## src/rtl/fp_add_arbiter.sv

```systemverilog
// fp_add_arbiter
// Shares one multi-cycle single-precision add datapath between two requesters.
// A round-robin arbiter picks a requester and latches its operand pair. The
// block then either resolves the sum directly (zero-operand bypass) or
// launches the datapath and waits for it under a watchdog. The tagged result
// leaves through one response channel that honours backpressure.
//
// Ports:
//   clk, rst                   clock, asynchronous active-high reset
//   r0_valid/r0_ready/r0_a/r0_b  requester 0 operand channel
//   r1_valid/r1_ready/r1_a/r1_b  requester 1 operand channel
//   dp_start, dp_a, dp_b       datapath launch pulse and held operands
//   dp_done, dp_result         datapath completion pulse and sum
//   resp_valid/resp_ready      response handshake
//   resp_data, resp_id, resp_err  sum, issuing requester, timeout flag
module fp_add_arbiter #(
  parameter int W       = 32,
  parameter int TIMEOUT = 64
) (
  input  logic         clk,
  input  logic         rst,
  input  logic         r0_valid,
  output logic         r0_ready,
  input  logic [W-1:0] r0_a,
  input  logic [W-1:0] r0_b,
  input  logic         r1_valid,
  output logic         r1_ready,
  input  logic [W-1:0] r1_a,
  input  logic [W-1:0] r1_b,
  output logic         dp_start,
  output logic [W-1:0] dp_a,
  output logic [W-1:0] dp_b,
  input  logic         dp_done,
  input  logic [W-1:0] dp_result,
  output logic         resp_valid,
  input  logic         resp_ready,
  output logic [W-1:0] resp_data,
  output logic         resp_id,
  output logic         resp_err
);

  typedef enum logic [1:0] {
    IDLE  = 2'd0,
    ISSUE = 2'd1,
    WAIT  = 2'd2,
    RESP  = 2'd3
  } state_t;

  localparam logic [W-1:0] QNAN = 32'h7FC0_0000;
  // WAIT starts with the counter at 0, so the last allowed WAIT cycle (the one
  // TIMEOUT-1 cycles after dp_start) sees the counter at TIMEOUT-2.
  localparam logic [7:0] CNT_LAST = 8'(TIMEOUT - 2);

  // Zero means exponent and fraction both clear; the sign is ignored.
  function automatic logic is_zero(input logic [W-1:0] x);
    return (x[W-2:0] == {(W-1){1'b0}});
  endfunction

  // Sum when at least one operand is zero. Two zeros give -0 only if both
  // are -0 (round-to-nearest).
  function automatic logic [W-1:0] bypass_sum(input logic [W-1:0] a, input logic [W-1:0] b);
    logic [W-1:0] r;
    if (is_zero(a) && is_zero(b)) begin
      r = {a[W-1] & b[W-1], {(W-1){1'b0}}};
    end else if (is_zero(a)) begin
      r = b;
    end else begin
      r = a;
    end
    return r;
  endfunction

  state_t       state_r, state_s;
  logic         ptr_r, ptr_s;          // requester favoured on contention
  logic         id_r, id_s;
  logic [W-1:0] dp_a_r, dp_a_s;
  logic [W-1:0] dp_b_r, dp_b_s;
  logic         dp_start_r, dp_start_s;
  logic [7:0]   cnt_r, cnt_s;
  logic         resp_valid_r, resp_valid_s;
  logic [W-1:0] resp_data_r, resp_data_s;
  logic         resp_err_r, resp_err_s;

  logic         grant_any_s, grant_id_s;
  logic [W-1:0] gnt_a_s, gnt_b_s;

  // Round-robin arbitration, only meaningful while idle.
  always_comb begin
    grant_any_s = 1'b0;
    grant_id_s  = 1'b0;
    if (state_r == IDLE) begin
      if (r0_valid && r1_valid) begin
        grant_any_s = 1'b1;
        grant_id_s  = ptr_r;
      end else if (r0_valid) begin
        grant_any_s = 1'b1;
        grant_id_s  = 1'b0;
      end else if (r1_valid) begin
        grant_any_s = 1'b1;
        grant_id_s  = 1'b1;
      end else begin
        grant_any_s = 1'b0;
      end
    end else begin
      grant_any_s = 1'b0;
    end
    gnt_a_s = grant_id_s ? r1_a : r0_a;
    gnt_b_s = grant_id_s ? r1_b : r0_b;
  end

  // Readies are held low while reset is asserted so all outputs read 0.
  assign r0_ready = grant_any_s & ~grant_id_s & ~rst;
  assign r1_ready = grant_any_s &  grant_id_s & ~rst;

  // Next-state and next-register values for the control FSM.
  always_comb begin
    state_s      = state_r;
    ptr_s        = ptr_r;
    id_s         = id_r;
    dp_a_s       = dp_a_r;
    dp_b_s       = dp_b_r;
    dp_start_s   = 1'b0;
    cnt_s        = cnt_r;
    resp_valid_s = resp_valid_r;
    resp_data_s  = resp_data_r;
    resp_err_s   = resp_err_r;
    case (state_r)
      IDLE: begin
        if (grant_any_s) begin
          ptr_s  = ~grant_id_s;
          id_s   = grant_id_s;
          dp_a_s = gnt_a_s;
          dp_b_s = gnt_b_s;
          if (is_zero(gnt_a_s) || is_zero(gnt_b_s)) begin
            state_s      = RESP;
            resp_valid_s = 1'b1;
            resp_data_s  = bypass_sum(gnt_a_s, gnt_b_s);
            resp_err_s   = 1'b0;
          end else begin
            state_s    = ISSUE;
            dp_start_s = 1'b1;   // registered, so the pulse lands in ISSUE
          end
        end else begin
          state_s = IDLE;
        end
      end
      ISSUE: begin
        cnt_s   = 8'd0;
        state_s = WAIT;
      end
      WAIT: begin
        if (dp_done) begin
          state_s      = RESP;
          resp_valid_s = 1'b1;
          resp_data_s  = dp_result;
          resp_err_s   = 1'b0;
        end else if (cnt_r == CNT_LAST) begin
          state_s      = RESP;
          resp_valid_s = 1'b1;
          resp_data_s  = QNAN;
          resp_err_s   = 1'b1;
        end else begin
          cnt_s = cnt_r + 8'd1;
        end
      end
      RESP: begin
        if (resp_ready) begin
          state_s      = IDLE;
          resp_valid_s = 1'b0;
        end else begin
          state_s = RESP;
        end
      end
      default: begin
        state_s      = IDLE;
        resp_valid_s = 1'b0;
      end
    endcase
  end

  // State and output registers.
  always_ff @(posedge clk or posedge rst) begin
    if (rst) begin
      state_r      <= IDLE;
      ptr_r        <= 1'b0;
      id_r         <= 1'b0;
      dp_a_r       <= '0;
      dp_b_r       <= '0;
      dp_start_r   <= 1'b0;
      cnt_r        <= 8'd0;
      resp_valid_r <= 1'b0;
      resp_data_r  <= '0;
      resp_err_r   <= 1'b0;
    end else begin
      state_r      <= state_s;
      ptr_r        <= ptr_s;
      id_r         <= id_s;
      dp_a_r       <= dp_a_s;
      dp_b_r       <= dp_b_s;
      dp_start_r   <= dp_start_s;
      cnt_r        <= cnt_s;
      resp_valid_r <= resp_valid_s;
      resp_data_r  <= resp_data_s;
      resp_err_r   <= resp_err_s;
    end
  end

  assign dp_start   = dp_start_r;
  assign dp_a       = dp_a_r;
  assign dp_b       = dp_b_r;
  assign resp_valid = resp_valid_r;
  assign resp_data  = resp_data_r;
  assign resp_id    = id_r;
  assign resp_err   = resp_err_r;

endmodule

```

## config.mk

```make
export PLATFORM = sky130hd
export DESIGN_NAME = fp_add_arbiter
export DESIGN_NICKNAME = d
export VERILOG_FILES = /design/src/rtl/fp_add_arbiter.sv
export SDC_FILE = /design/constraint.sdc
export NUM_CORES = 1
export LEC_CHECK = 0
export ABC_AREA = 1
export BUFFER_PORTS_ARGS = -buffer_cell sky130_fd_sc_hd__buf_4
export CAP_MARGIN = 10
export CORE_MARGIN = 8
export CORE_UTILIZATION = 49
export CTS_CLUSTER_DIAMETER = 40
export CTS_CLUSTER_SIZE = 28
export DETAILED_ROUTE_END_ITERATION = 16
export PLACE_DENSITY = 0.91
export RECOVER_POWER = 50
export SLEW_MARGIN = 20
export SYNTH_ARGS = -nofsm -noshare
export SYNTH_HDL_FRONTEND = slang
export SYNTH_SLANG_ARGS = --single-unit
```

## constraint.sdc

```tcl
create_clock -name clk -period 4.39 [get_ports clk]
set_input_delay 0.439 -clock clk [delete_from_list [all_inputs] [get_ports clk]]
set_output_delay 0.439 -clock clk [all_outputs]
set_load 0.01 [all_outputs]
```

---- Yosys cells after proc, flatten, opt, wreduce, memory -nomap -nowiden ----
Index checks and enable logic that the tools add are counted.
word-level totals
  flip-flop bits (word level) ............. 111
  latch bits .............................. 0
  memory bits (writable) .................. 0
  memory bits (read-only) ................. 0
  bits of input ports ..................... 166
  output and inout bits ................... 102
  logic and storage cells ................. 79
  memories ................................ 0
operators by class
  add/sub/neg operators ................... 1
  multipliers ............................. 0
  divide/modulo/power cells ............... 0
  $lt $le $gt $ge ......................... 0
  eq/ne operators ......................... 10
  shifts and indexed selects .............. 0
  multiplexer cells ....................... 38
  bitwise operators ....................... 7
  reductions and logical operators ........ 13
operator list
  operator                                                count
  2-to-1 mux 32 bit                                       8
  case mux 32 bit (2 select lines)                        1
  zero test 31 bit                                        2
  2-to-1 mux 1 bit                                        18
  2-to-1 mux 8 bit                                        2
  case mux 8 bit (2 select lines)                         1
  2-to-1 mux 2 bit                                        5
  adder 8 x 1 -> 8 bit (second input constant)            1
  equality test 8 x 6 -> 1 bit (second input constant)    1
  inequality test 2 bit (second input constant)           4
  case mux 2 bit (4 select lines)                         1
  bitwise AND 1 bit                                       5
  AND reduction 5 bit                                     1
  equality test 2 bit (second input constant)             2
  AND reduction 4 bit                                     1
  nonzero test 2 bit                                      2
  inequality test 3 bit (second input constant)           1
  case mux 1 bit (3 select lines)                         1
  AND reduction 3 bit                                     1
  nonzero test 3 bit                                      1
  equality test 2 x 1 -> 1 bit (second input constant)    1
  logical AND 1 bit                                       2
  zero test 2 bit                                         1
  inequality test 2 x 1 -> 1 bit (second input constant)  1
  other kinds (4)                                         5

---- Logic depth before layout (Yosys ltp) ----
Gate-level depths: netlist (run 1).
  depth after elaboration ................. 11
  mapped depth ............................ 19
  depth with buffers taken out ............ 17

---- Least setup slack after synthesis (run 1) ----
OpenSTA, ideal clock, no wires.
  kind .................................... input port to output port
  start point ............................. input r1_valid
  end point ............................... output r0_ready
  arrival ................................. 1.960 ns
  required time ........................... 3.951 ns
  slack ................................... 1.991 ns
  stages .................................. 8
  path buffers ............................ 4
  cell sequence ........................... buf_2 clkbuf_1 nor2_1 nor2_1 inv_1 clkbuf_1 clkbuf_1 nor3_1
between the ends
  longest elaborated chain between the ends .. 7
  elaborated cells on any way between the ends .. 11
  those cells by class .................... mux: 7; bitwise: 3; reduce/logical: 1
ends and longest elaborated chain
  element                           line  RTL
  start: declaration                26    input logic r1_valid,
  2-to-1 mux 1 bit                  98    end else if (r1_valid) begin
  2-to-1 mux 1 bit                  95    end else if (r0_valid) begin
  2-to-1 mux 1 bit                  92    if (r0_valid && r1_valid) begin
  2-to-1 mux 1 bit                  91    if (state_r == IDLE) begin
  inverter 1 bit                    112   assign r0_ready = grant_any_s & ~grant_id_s & ~rst;
  bitwise AND 1 bit * (2 in a row)  112
  end: declaration                  23    output logic r0_ready,
Mark *: on every way between the ends. The rest lies on a longest branch, timed or not.

---- Final worst setup path (run 1) ----
  start point ............................. register state_r[1]
  end point ............................... register resp_data_r[22], in the netlist resp_data[22]
between the ends
  longest elaborated chain between the ends .. 9
  elaborated cells on any way between the ends .. 20
  those cells by class .................... eq/ne: 4; mux: 9; reduce/logical: 7
ends and longest elaborated chain
  element                                                 line      RTL
  start: declaration                                      73        state_t state_r, state_s;
  start signal: assignment                                195       state_r <= state_s;
  zero test 2 bit                                         91, 127
  2-to-1 mux 1 bit                                        91
  2-to-1 mux 32 bit (on tied branches)                    107, 108
  zero test 31 bit                                        56        return (x[W-2:0] == {(W-1){1'b0}});
  2-to-1 mux 32 bit or logical AND 1 bit (tied branches)  65, 63
  2-to-1 mux 32 bit                                       63        if (is_zero(a) && is_zero(b)) begin
  2-to-1 mux 32 bit                                       134       if (is_zero(gnt_a_s) || is_zero(gnt_b_s)) begin
  2-to-1 mux 32 bit                                       129       if (grant_any_s) begin
  case mux 32 bit (2 select lines)                        127       case (state_r)
  end signal: assignment                                  203       resp_data_r <= resp_data_s;
  end: declaration                                        81        logic [W-1:0] resp_data_r, resp_data_s;
Parallel ways exist; a longest one is shown, timed or not. The select of a mux whose other input is x is not followed.
A chain may end at the register's enable or synchronous reset.

==> results.md, run 1 <==
* Status: finished, violations left
* Failing checks: capacitance limit, slew limit
* Critical path origin: state_r[1]
* Post-synth EDFFs at 0
* DRC Markers at 0
* Largest family of logic cells by synthesized area: simple AND/OR/NAND/NOR gates
* Core Box Area at about 13,000 sq um
* Post-CTS setup repair buffer count at 0
* Initial antenna violation count at 0
* Most common cell after layout, fill and taps aside: nand2_1
* Post-synth ARST share at 100.0%
* Total gr overflow at 0
* Dpl ws at 0.7065 ns
* DR pass1 iterations at 7
* Synth Instances at 1,025
* Setup crit end: resp_data[22]
* Worst Slack Setup Final at 0.6096 ns
* Syn nets at 1,193
* Post-synthesis sequential area ratio at 41.36%
* Simple-gate portion of the synthesized area at roughly 35%
* Clock power frac at between 15 and 20%
* Number of CTS-inserted buffers at 9
* Critical Setup Path Class: flop to flop
* R2R cell count at 16
* Fmax achieved at between 200 and 300 MHz
* Worst path required time at 4.63 ns
* Crit Reg-Reg Endpoint: resp_data[22]
* Layout Area Growth over Synthesis at 29.97%
* Layout cell share with drive strength beyond 1 at 16.86%
* Crit path time final at 3.780 ns
* Vias per inst at 5.341
* Hold Crit Class: primary input to flop
* Total power at 5.292 mW
* N_diodes at 0
* Gpl congestion at ~0.95
* RSZ-0062 raised after global routing: false
* Via count at 7,686
* Fin. max-slew vios at 76
* Syn. warnings at 0
* Net count reported at finish at roughly 1,400
* Highest net fanout along the worst path at 43
* Seq cells post-synth at around 110
* VDD IR max at just over 400 uV
* Post-synthesis mux area share at 0.2981%
* Static Leak at 4.935 nW
* Psw at about 2.5 mW
* CTS root buffer: clkbuf_16
* Final setup viols at 0
* CP Launch Type: flop
* Sw Share at a little under half
* I/O pin count at 268
* Die Wd at 133.1 um
* Total internal power at 2.763 mW
* Fin crit share at 86.11%
* Starting Density at 50.52%
* Worst setup EP type: flop
* Row cnt at between 40 and 50
* Clk slew on worst S/H paths at 0.08 ns
* Reg2reg setup slack at 0.61 ns
* Multi-input logic area at 3187 sq um
* Synth Area in Compound Gates at a little under an eighth
* Slew @ Worst Pin at 3.367 ns
* CTS Buffer Depth at 2
* DRT Wirelength at 25.78 mm
* Detailed router's first-iteration violation count at 710
* Final setup TNS at 0 ns
* Clock latency at the later pin of the worst-skew pair at 0.36 ns
* Vias in the first global route at between 7,000 and 8,000
* Tot GR Track Use at roughly 29%
* HPWL Detailed at 20.00 mm
* Pin count of the biggest net entering global routing at 76
* Relative slew slack at -125.7%
* Primary FF master, synth: dfrtp_1
* Skew final at 0.01034 ns
* MaxCap Viol Count at 1
* CTS tree: built
* Sequential Power Share at 33.6%
* Pwr per Cell Area at 606.2 nW/um^2
* Most frequent cells in the layout: 463 x nand2_1, 187 x buf_4, 124 x inv_1
* Post-synth cell types at 24
* Filler instances at 1,253
* Worst path arrival time at between 4 and 5 ns
* Worst hold margin at between 0.3 and 0.4 ns
* WL/cell at approximately 18 um
* CTS resizes at 0
* H-tree depth at 3
* Mapped Area at 6716 sq um
* First-pass GRT wire length at 40.18 mm
* Hold-fix buffers at CTS at 0
* Area share of fa/ha/maj cells after synthesis at less than 1%
* Syn_area_per_cell at about 6.6 sq um
* CTS sink count at 111
* Gate power share at 51.1%
* Area taken by flip-flops and latches at about 2800 sq um
* PortBufs at 267
* Final hold violations at 0
* DRT antenna net count at 0
* Area of the die at between 15,000 and 20,000 sq um
* Die Y at 133.1 um
* Final Core Density at ~66%
* FF-to-FF Start: state_r[1]
* XOR/XNOR Fraction of Synth Area at 0%
==> kinds of logic (layout without fill, tap and decap cells) <==
logic type,after synthesis,in the layout
adder cells (fa/ha/maj),2,2
AND/OR/NAND/NOR,586,586
flip-flops,111,111
buffers and inverters,184,422
multiplexers,2,2
AO/OA/AOI/OAI,140,140
==> sequential cells by signal, summed over array words and instances, names as in the netlist, 2 cells and up <==
register / flops
state_r: 2
resp_data: 32
dp_a: 32
cnt_r: 8
dp_b: 32
==> power by group through the flow <==
stage / registers, mW / clock network (mW) / logic [mW]
final: 1.78 / 0.808 / 2.71
after global routing: 1.83 / 0.852 / 3.01
after CTS: 1.78 / 0.813 / 3.00
after detailed placement: 1.79 / 0 / 2.99
after global placement: 1.78 / 0 / 2.91
after floorplan: 1.95 / 0 / 1.48
==> Yosys cell counts (7+ instances only) <==
library cell / n / share of area, %
a21oi_1: 7 / 0.52
buf_2: 20 / 1.5
clkbuf_1: 31 / 1.7
dfrtp_1: 111 / 41
inv_1: 126 / 7.0
nand2_1: 464 / 26
nand3_1: 9 / 0.67
nand4_1: 51 / 4.8
nor2_1: 53 / 3.0
o21ai_0: 82 / 6.1
o21ai_1: 26 / 1.9
o21bai_1: 23 / 2.6
==> stage by stage <==
step | instance area [sq um] | cells
finish | 8730 | 1439
global route | 8730 | 1439
CTS | 9065 | 1439
detailed placement | 8782 | 1423
global placement | 8782 | 1423
floorplan | 6716 | 1025
==> layer usage <==
layer	routed length [um]	up-vias	GRT usage, %
li1	-	3648	-
met1	10240	3552	34.16
met2	12010	401	46.70
met5	0	-	0
met4	1272	0	15.33
met3	2261	85	6.435
==> worst max-delay path: stages (launching register included) <==
cell      delay, ns
dfrtp_1        0.45
nor2_4         0.17
nand3_4        0.33
buf_12         0.31
nand2_1        0.08
nand2_1        0.11
nand2_1        0.10
nor2_1         0.05
nand2_1        0.06
nor2_1         0.06
nand2_1        0.06
buf_4          0.26
nand3_1        0.16
nand2_2        0.53
clkinv_2       0.60
nand2_1        0.23
nand2_1        0.08
==> worst min path at each step <==
stage,to,cells past startpoint,startpoint,slack [ns]
after detailed placement,resp_valid,2,resp_valid,0.47
final,resp_data[17],5,dp_result[17],0.37
after global routing,resp_err,4,dp_done,0.38
after CTS,resp_id,2,rst,0.35
after global placement,resp_data[3],2,resp_data[3],0.47
after floorplan,ptr_r,2,ptr_r,0.50
==> layout make-up <==
type                    count  area share (%)
multi-input cells         730           36.51
repair buffers            278           20.37
inverters                 128           5.547
clock buffers              10           2.738
flip-flops and latches    111           31.82
well taps                 176           2.523
clock inverters             6          0.5016
(Power assumes the default switching activity.)
==> run 2, diff against run 1 <==
CELL_PAD_IN_SITES_DETAIL_PLACEMENT = 1   (was not set)
CELL_PAD_IN_SITES_GLOBAL_PLACEMENT = 1   (was not set)
CORE_UTILIZATION = 33   (was 49)
==> run 2 against run 1 <==
  * The run still ends with capacitance limit, slew limit left
  * Count of clock-buffer cells in the layout fell by 1
  * Global-route usage fell by 4.8 points
  * Worst setup slack got worse by 0.045 ns
  * Clock skew rose by 0.0042 ns
  * Register-to-register slack got worse by 0.05 ns
  * Critical path depth did not move
  * Critical endpoint is now resp_data[0]
  * Largest cell class unchanged
==> results.md, run 2 (same netlist as run 1, synthesis figures left out) <==
* Most frequent cell on the critical path: nand2_1 (unchanged)
* Pin count of the biggest net entering global routing at 82 (was 76)
* Vias per inst at 5.011 (was 5.341)
* CP max stage cell: clkinv_2 (unchanged)
* Highest Signal Layer: met4 (unchanged)
* Failing checks: capacitance limit, slew limit (unchanged)
* Hold-fix buffers at CTS at 0 (unchanged)
* Worst path required time at 4.64 ns (was 4.63 ns)
* Die Y at 158.7 um (was 133.1 um)
* Critical-path cell list: nor2_4 > nand3_4 > buf_12 > nand2_1 > nand2_1 > nand2_1 > nor2_1 > nand2_1 > nor2_1 > nand2_1 > buf_4 > nand3_1 > nand2_2 > clkinv_2 > nand2_1 > nand2_1 (unchanged)
* Initial antenna violation count at 1 (was 0)
* WL/cell at 19.59 um (was 17.92 um)
* Worst path arrival time at 4.08 ns (was 4.02 ns)
* Final setup TNS at 0 ns (unchanged)
* Clock latency at the later pin of the worst-skew pair at 0.37 ns (was 0.36 ns)
* Worst path max stage delay at 0.61 ns (was 0.60 ns)
* Filler instances at 2,669 (was 1,253)
* Hold Crit Class: primary input to flop (unchanged)
* CTS Buffer Depth at 2 (unchanged)
* Most common cell after layout, fill and taps aside: nand2_1 (unchanged)
* Fin crit share at 87.14% (was 86.11%)
* Critical Setup Path Class: flop to flop (unchanged)
* Post-CTS setup repair buffer count at 0 (unchanged)
* Layout Area Growth over Synthesis at 34.44% (was 29.97%)
* DR WL met2 at 14.38 mm (was 12.01 mm)
* Skew final at 0.01458 ns (was 0.01034 ns)
* Slew @ Worst Pin at 3.353 ns (was 3.367 ns)
* Area taken by flip-flops and latches at 2778 sq um (unchanged)
* Dpl ws at 0.5307 ns (was 0.7065 ns)
* Number of CTS-inserted buffers at 9 (unchanged)
* H-tree depth at 3 (unchanged)
* Wire length on met1 at 12.15 mm (was 10.24 mm)
* Detailed router's first-iteration violation count at 479 (was 710)
* CP Launch Type: flop (unchanged)
* Pwr per Cell Area at 621.4 nW/um^2 (was 606.2 nW/um^2)
* Placed cell count at 1,518 (was 1,423)
* Fin. max-slew vios at 82 (was 76)
* Static Leak at 5.105 nW (was 4.935 nW)
* Fmax achieved at 261.4 MHz (was 264.5 MHz)
* Min-delay src: r1_b[1] (was dp_result[17])
* Gpl congestion at 0.8664 (was 0.9454)
* I/O pin count at 268 (unchanged)
* Tot GR Track Use at 23.72% (was 28.51%)
* CTS sink count at 111 (unchanged)
* Most frequent cells in the layout: 463 x nand2_1, 224 x buf_4, 125 x inv_1 (was 463 x nand2_1, 187 x buf_4, 124 x inv_1)
* FF-to-FF Start: state_r[1] (unchanged)
* CTS tree: built (unchanged)
* Final setup viols at 0 (unchanged)
* Hold depth at 3 (was 5)
* Met3 wire length at 2.163 mm (was 2.261 mm)
* Starting Density at 33.41% (was 50.52%)
* Status: finished, violations left (unchanged)
* Core Box Area at 20,100 sq um (was 13,300 sq um)
* R2R cell count at 16 (unchanged)
* MaxCap Viol Count at 1 (unchanged)
* DRC Markers at 0 (unchanged)
* Worst hold endpoint: dp_b[1] (was resp_data[17])
* Crit Reg-Reg Endpoint: resp_data[0] (was resp_data[22])
* DR pass1 iterations at 5 (was 7)
* Highest net fanout along the worst path at 45 (was 43)
* Worst setup EP type: flop (unchanged)
* VDD IR max at 246.5 uV (was 403.7 uV)
* Layout cell share with drive strength beyond 1 at 19.78% (was 16.86%)
* Worst path buffer plus inverter count at 3 (unchanged)
* CTS resizes at 0 (unchanged)
* Reg2reg setup slack at 0.56 ns (was 0.61 ns)
* Area of the die at 25,170 sq um (was 17,710 sq um)
* Worst Slack Setup Final at 0.5644 ns (was 0.6096 ns)
* DRT Wirelength at 30.07 mm (was 25.78 mm)
* Non-Filler Instances at 1,535 (was 1,439)
* Clk slew on worst S/H paths at 0.08 ns (about the same)
* Die Wd at 158.7 um (was 133.1 um)
* HPWL Detailed at 23.91 mm (was 20.00 mm)
* Relative slew slack at -123.5% (was -125.7%)
* Total gr overflow at 0 (unchanged)
* Vias in the first global route at 8,254 (was 7,655)
* Net count reported at finish at 1,427 (was 1,426)
* PortBufs at 267 (unchanged)
* Crit path time final at 3.826 ns (was 3.780 ns)
* RSZ-0062 raised after global routing: false (unchanged)
* CTS root buffer: clkbuf_16 (unchanged)
* Via count at 7,692 (was 7,686)
* Multi-input logic area at 3187 sq um (unchanged)
* First-pass GRT wire length at 45.47 mm (was 40.18 mm)
* Final hold violations at 0 (unchanged)
* Row cnt at 52 (was 42)
* DRT antenna net count at 0 (unchanged)
* Family with the most delay on the worst path: simple AND/OR/NAND/NOR gates (unchanged)
[run 2: cell count changes in the layout (fill, tap and decap cells not counted)]
| cell | change |
|---|---|
| clkbuf_1 | -37 |
| diode_2 | +1 |
| clkinv_8 | +1 |
| clkinvlp_4 | -1 |
| clkinvlp_2 | -1 |
| buf_4 | +37 |
| bufinv_16 | +1 |
| clkbuf_2 | +1 |
| inv_1 | +1 |
| inv_8 | +2 |
| clkinv_2 | -2 |
| clkbuf_8 | -1 |
[run 2: stage by stage]
stage                     hold WS (ns)  total power, mW  cell area, sq um  util, %
after floorplan                 0.4952            3.434              6716        -
after global placement          0.4636            4.797              8907    44.31
after detailed placement        0.4747            4.919              8907    44.31
after CTS                       0.3495            5.854              9228    45.90
after global routing            0.3641            6.052              9030    44.92
final                           0.3588            5.611              9030    44.92
[run 2: final cells by class]
| type | instances | area share [%] |
|---|---|---|
| Multi-Input combinational cell | 730 | 35.29 |
| Clock buffer | 9 | 2.494 |
| Sequential cell | 111 | 30.76 |
| Inverter | 128 | 5.348 |
| Timing Repair Buffer | 279 | 21.28 |
| Antenna cell | 1 | 0.02771 |
| Tap cell | 270 | 3.741 |
| Clock inverter | 7 | 1.053 |
[run 2: report_power, final]
group,total (mW),switching (mW),internal (mW)
Sequential,1.79,0.299,1.49
Combinational,2.91,1.91,0.992
Clock,0.912,0.449,0.463
Total,5.61,2.66,2.95
[run 2: worst min-delay path, delay by kind of cell]
kind,cells,cell delay [ns]
AO/OA/AOI/OAI,1,0.07
buffers and inverters,1,0.11
AND/OR/NAND/NOR,1,0.07
[run 2: worst max-delay path by stage]
stage | depth (start not counted) | start | endpoint | slack (ns)
after floorplan | 1 | rst | cnt_r[0] | 1.02
after global placement | 17 | r0_valid | resp_data[31] | 0.63
after detailed placement | 17 | r0_valid | resp_data[6] | 0.53
after CTS | 16 | state_r[1] | resp_data[0] | 0.56
after global routing | 16 | state_r[1] | resp_data[31] | 0.23
final | 16 | state_r[1] | resp_data[0] | 0.56
[run 2: routing by layer]
layer / track usage (%) / up-vias
li1: - / 3658
met1: 27.80 / 3690
met2: 40.24 / 275
met3: 5.402 / 69
met4: 11.45 / 0
met5: 0 / -
